`src/rtl/cellrv32_npu_instr_queue.sv`:
```
`default_nettype none
// +--------------------------------------------------------------------------+
// | Module   : cellrv32_npu_instr_queue                                      |
// | Purpose  : In-order NPU instruction FIFO with compute/weight dispatch.   |
// |            Define CELLRV32_NPU_IQ_SYNC_EN to make SYNC wait for idle.    |
// | Revision : 1.0                                                           |
// +--------------------------------------------------------------------------+
module cellrv32_npu_instr_queue #(
  parameter int BUFFER_ADDRESS_WIDTH      = 24,
  parameter int ACCUMULATOR_ADDRESS_WIDTH = 16,
  parameter int LENGTH_WIDTH              = 32,
  parameter int OP_CODE_WIDTH             = 8,
  parameter int DEPTH                     = 4,
  localparam int WEIGHT_ADDRESS_WIDTH     = BUFFER_ADDRESS_WIDTH + ACCUMULATOR_ADDRESS_WIDTH,
  localparam int INSTR_W                  = OP_CODE_WIDTH + LENGTH_WIDTH + WEIGHT_ADDRESS_WIDTH,
  localparam int LVL_W                    = $clog2(DEPTH) + 1
) (
  input  logic                                 clk_i,
  input  logic                                 rst_i,
  input  logic                                 flush_i,
  input  logic                                 in_valid_i,
  input  logic [INSTR_W-1:0]                   instr_i,
  output logic                                 in_ready_o,
  output logic                                 cmp_valid_o,
  input  logic                                 cmp_ready_i,
  output logic [OP_CODE_WIDTH-1:0]             cmp_opcode_o,
  output logic [LENGTH_WIDTH-1:0]              cmp_calc_len_o,
  output logic [ACCUMULATOR_ADDRESS_WIDTH-1:0] cmp_acc_addr_o,
  output logic [BUFFER_ADDRESS_WIDTH-1:0]      cmp_buff_addr_o,
  output logic                                 wei_valid_o,
  input  logic                                 wei_ready_i,
  output logic [OP_CODE_WIDTH-1:0]             wei_opcode_o,
  output logic [LENGTH_WIDTH-1:0]              wei_calc_len_o,
  output logic [WEIGHT_ADDRESS_WIDTH-1:0]      wei_addr_o,
  input  logic [1:0]                           busy_i,
  output logic [LVL_W-1:0]                     level_o,
  output logic                                 empty_o,
  output logic                                 full_o,
  output logic                                 sync_wait_o
);

  localparam int              PTR_W      = $clog2(DEPTH);
  localparam logic [LVL_W-1:0] c_LVL_FULL = LVL_W'(DEPTH);

  logic [INSTR_W-1:0] r_mem [DEPTH];
  logic [PTR_W-1:0]   r_wptr;
  logic [PTR_W-1:0]   r_rptr;
  logic [LVL_W-1:0]   r_level;

  logic [INSTR_W-1:0]                   w_head;
  logic [OP_CODE_WIDTH-1:0]             w_opcode;
  logic [LENGTH_WIDTH-1:0]              w_calc_len;
  logic [ACCUMULATOR_ADDRESS_WIDTH-1:0] w_acc_addr;
  logic [BUFFER_ADDRESS_WIDTH-1:0]      w_buff_addr;
  logic w_is_nop, w_is_sync, w_is_wei, w_is_cmp;
  logic w_empty, w_full, w_in_ready, w_push, w_pop;
  logic w_sync_go, w_sync_wait;

  assign w_head      = r_mem[r_rptr];
  assign w_opcode    = w_head[INSTR_W-1 -: OP_CODE_WIDTH];
  assign w_calc_len  = w_head[WEIGHT_ADDRESS_WIDTH +: LENGTH_WIDTH];
  assign w_acc_addr  = w_head[BUFFER_ADDRESS_WIDTH +: ACCUMULATOR_ADDRESS_WIDTH];
  assign w_buff_addr = w_head[BUFFER_ADDRESS_WIDTH-1:0];

  assign w_is_nop  = (w_opcode == '0);
  assign w_is_sync = &w_opcode;
  assign w_is_wei  = w_opcode[OP_CODE_WIDTH-1] & ~w_is_sync;
  assign w_is_cmp  = ~w_opcode[OP_CODE_WIDTH-1] & ~w_is_nop;

  assign w_empty    = (r_level == '0);
  assign w_full     = (r_level == c_LVL_FULL);
  // A full queue refuses input even when the head pops in the same cycle.
  assign w_in_ready = ~w_full & ~rst_i & ~flush_i;
  assign w_push     = in_valid_i & w_in_ready;

`ifdef CELLRV32_NPU_IQ_SYNC_EN
  assign w_sync_go   = (busy_i == 2'b00);
  assign w_sync_wait = ~w_empty & w_is_sync & ~w_sync_go;
`else
  logic w_unused_busy;
  assign w_unused_busy = ^busy_i;
  assign w_sync_go     = 1'b1;
  assign w_sync_wait   = 1'b0;
`endif

  assign w_pop = ~w_empty & ((w_is_cmp & cmp_ready_i) | (w_is_wei & wei_ready_i) |
                             w_is_nop | (w_is_sync & w_sync_go));

  always_ff @(posedge clk_i) begin
    if (rst_i) begin
      r_wptr  <= '0;
      r_rptr  <= '0;
      r_level <= '0;
      for (int i = 0; i < DEPTH; i++) r_mem[i] <= '0;
    end else if (flush_i) begin
      r_wptr  <= '0;
      r_rptr  <= '0;
      r_level <= '0;
    end else begin
      if (w_push) begin
        r_mem[r_wptr] <= instr_i;
        r_wptr        <= r_wptr + PTR_W'(1);
      end
      if (w_pop) r_rptr <= r_rptr + PTR_W'(1);
      unique case ({w_push, w_pop})
        2'b10:   r_level <= r_level + LVL_W'(1);
        2'b01:   r_level <= r_level - LVL_W'(1);
        default: r_level <= r_level;
      endcase
    end
  end

  assign in_ready_o      = w_in_ready;
  assign cmp_valid_o     = ~w_empty & w_is_cmp;
  assign wei_valid_o     = ~w_empty & w_is_wei;
  assign cmp_opcode_o    = w_opcode;
  assign cmp_calc_len_o  = w_calc_len;
  assign cmp_acc_addr_o  = w_acc_addr;
  assign cmp_buff_addr_o = w_buff_addr;
  assign wei_opcode_o    = w_opcode;
  assign wei_calc_len_o  = w_calc_len;
  assign wei_addr_o      = {w_acc_addr, w_buff_addr};
  assign level_o         = r_level;
  assign empty_o         = w_empty;
  assign full_o          = w_full;
  assign sync_wait_o     = w_sync_wait;

endmodule
`default_nettype wire

```
`config.mk`:
```
export PLATFORM = sky130hd
export DESIGN_NAME = cellrv32_npu_instr_queue
export DESIGN_NICKNAME = d
export VERILOG_FILES = /design/src/rtl/cellrv32_npu_instr_queue.sv
export SDC_FILE = /design/constraint.sdc
export NUM_CORES = 1
export LEC_CHECK = 0
export ABC_AREA = 1
export BUFFER_PORTS_ARGS = -buffer_cell sky130_fd_sc_hd__buf_4
export CORE_AREA = 2 2 168 170
export DETAILED_ROUTE_END_ITERATION = 8
export DIE_AREA = 0 0 170 172
export PLACE_DENSITY = 0.88
export SLEW_MARGIN = 25
export SYNTH_ARGS = -nofsm -noshare
export SYNTH_HDL_FRONTEND = slang
export SYNTH_SLANG_ARGS = --single-unit
```
`constraint.sdc`:
```
create_clock -name clk_i -period 7.6 [get_ports clk_i]
set_clock_uncertainty 0.05 [all_clocks]
set_input_delay 1.52 -clock clk_i [delete_from_list [all_inputs] [get_ports clk_i]]
set_output_delay 1.52 -clock clk_i [all_outputs]
set_load 0.02 [all_outputs]
```
==> flow_summary.json <==
{
  "clock_tree.root_cell": "clkbuf_16",
  "grt.total_usage_pct": 23.2,
  "timing.final.setup_violations": 0,
  "run_status": "complete, no violations",
  "tns_ps": 0,
  "worst_hold_path_type": "reg2reg",
  "routed_wire_length_per_instance_um": 17.8,
  "via_count": 10600,
  "floorplan.initialDensity_pct": 54.0,
  "first_global_vias": 10300,
  "post_cts.resized_instances": 0,
  "synth_warnings": 0,
  "vias_per_cell": 5.50,
  "synth_seq_area_share_pct": 65.9,
  "remaining_drc_errors": 0,
  "syn_inst": 1425,
  "antenna_violations_before_repair": 2,
  "syn-mean-instance-area_um2": 10.4,
  "timing.setup.critical_path_class": "reg2out",
  "die-width_um": 170,
  "cp_data_arrival_time_ps": 3010,
  "primary_ff_master_synth": "edfxtp_1",
  "async_reset_ff_share_pct": 0,
  "path_cells": "buf_6 -> nand2_1 -> nand2_1 -> nand2_1 -> nand2_2 -> nand2_1 -> nor2_1 -> nand2_1 -> and3_1 -> buf_4",
  "path_clk_slew_ps": 60,
  "slew_headroom_pct": 33.3,
  "leakage_nw": 7.45,
  "drive_above_1_share_pct": 21.7,
  "cts-hold-fix-buffers": 0,
  "ant_nets": 0,
  "num_rows": 61,
  "core_region_area_um2": 27500,
  "initialDrtViolationCount": 1003,
  "largest_net_degree_at_the_start_of_global_routing": 162,
  "clock_tree_from_tritoncts": "done",
  "cap_viol_max_count": 0,
  "critical_path.max_fanout": 106,
  "final-max-slew-violation-count": 0,
  "worstMarginPinSlew_ps": 1000,
  "dr_pass1_iterations": 5,
  "critical_path_required_ps": 6030,
  "clock_insertion_delay_worst_skew_ps": 500,
  "post_synth_num_cell_types": 28,
  "setup_repair_after_global_routing_missed_its_margin": "no",
  "timing.fmax_mhz": 219,
  "numClockSinks": 329,
  "globalplace.congestion": 0.732,
  "worstSetupEndpointType": "output pin",
  "timing_hold_violations_final": 0,
  "synthesis.nets": 1515,
  "fp.dieArea_um2": 29200,
  "max-vdd-ir-drop_uv": 225,
  "fillers": 2102,
  "worst_path_max_delay_cell": "dfxtp_4",
  "port-buffer-count": 253,
  "postCtsSetupRepairBufs": 0,
  "global_route.overflow_total": 0,
  "syn_to_final_growth_pct": 17.2,
  "synth-edff-count": 320,
  "design.portCount": 257,
  "crit_path_frequent_cell": "nand2_1",
  "power.total_mw": 4.05,
  "finalWirelength_mm": 34.5,
  "dpl.hpwl_mm": 18.7,
  "power_density_nw_per_um2": 233,
  "crit_path_start_kind": "flop",
  "post_synth_instance_area_um2": 14800,
  "cp_slowest_stage_delay_ps": 750,
  "grt_pass1_wl_mm": 52.6,
  "die_h_um": 172,
  "numCtsBuffers": 34,
  "ys_seq_elements": 329,
  "final_net_count": 1650,
  "post-route-period-util_pct": 60.2,
  "htreeDepth": 2,
  "min_period_ps": 4580,
  "clock_tree.buffer_depth": 3
}
==> cell usage after synthesis (3+ instances only) <==
| cell | instances | area share (%) |
|---|---|---|
| nor2_2 | 3 | 0.13 |
| nand3_1 | 19 | 0.64 |
| nand2_1 | 83 | 2.1 |
| edfxtp_1 | 320 | 65 |
| inv_2 | 3 | 0.076 |
| dfxtp_1 | 9 | 1.2 |
| nor2_1 | 472 | 12 |
| clkbuf_1 | 31 | 0.78 |
| o21ai_0 | 148 | 5.0 |
| buf_4 | 91 | 4.6 |
| nand2_2 | 15 | 0.63 |
| o22ai_1 | 72 | 3.0 |
| buf_2 | 42 | 1.4 |
| inv_1 | 92 | 2.3 |
| a21oi_1 | 8 | 0.27 |
==> registers in the layout, indices dropped and copies added (netlist names), named ones only <==
name and flops:
r_mem 320, r_rptr 2, level_o 3, r_wptr 2
==> layer usage <==
layer	track usage (%)	vias to the layer above	part of all wire, %
li1	-	4975	-
met1	29.0	5074	39
met2	41.7	518	51
met3	4.17	51	8.5
met4	6.32	2	1.6
met5	0	-	0.038
==> cells in the final DEF, fill, tap and decap left out, drive strengths merged, types with 2 or more instances in the layout <==
master  instances
clkinv         11
nand3          21
nor3            2
inv            96
dfxtp           9
o22ai          72
nor2          476
nand2          99
clkbuf         49
and3            2
o21ai         148
a21oi           8
buf           267
edfxtp        320
==> final timing paths <==
kind / startpoint / endpoint / slack [ps] / cells past startpoint
max: flop / wei_valid_o / 3020 / 10
min: r_rptr[1] / flop / 450 / 2
max reg2reg: flop / level_o[2] / 3970 / 18
min reg2reg: r_rptr[1] / flop / 450 / 2
==> power breakdown <==
group / total [mW] / internal, mW / leakage [nW] / switching (mW)
logic: 0.386 / 0.136 / 3.56 / 0.249
registers: 2.10 / 2.07 / 3.38 / 0.0223
clock network: 1.57 / 0.923 / 0.516 / 0.647
total: 4.05 / 3.13 / 7.45 / 0.919
==> logic make-up after synthesis <==
| kind of cell | after synthesis | synth area share, % |
|---|---|---|
| AO/OA/AOI/OAI | 228 | 8.29 |
| adder cells (fa/ha/maj) | 2 | 0.219 |
| AND/OR/NAND/NOR | 600 | 15.9 |
| buffers and inverters | 264 | 9.59 |
| other | 1 | 0.0253 |
| XOR/XNOR | 1 | 0.0590 |
| flip-flops | 329 | 65.9 |
==> layout make-up <==
cell class              instances  area (um2)  share of cell area (%)
diodes                          1        2.50                  0.0144
multi-input cells             832        3700                    21.3
repair buffers                267        2040                    11.7
well taps                     346         433                    2.49
flip-flops and latches        329        9790                    56.3
clock buffers                  49         971                    5.58
clock inverters                12        82.6                   0.475
inverters                      96         368                    2.12
==> worst max-delay path: cells and delay by family (launching register included) <==
family | cells | cell delay, ps
AND/OR/NAND/NOR | 8 | 860
buffers and inverters | 2 | 840
flip-flops | 1 | 750
==> through the flow <==
step	utilization, %	instance area [um2]	hold WS (ps)	cells	worst slack, ps
CTS	63.1	17300	453	1930	2740
detailed placement	59.3	16300	440	1869	2750
finish	63.3	17400	448	1932	3020
floorplan	-	14800	410	1425	784
global placement	59.3	16300	431	1869	2790
global route	63.3	17400	471	1931	2710
(Power assumes the default switching activity.)
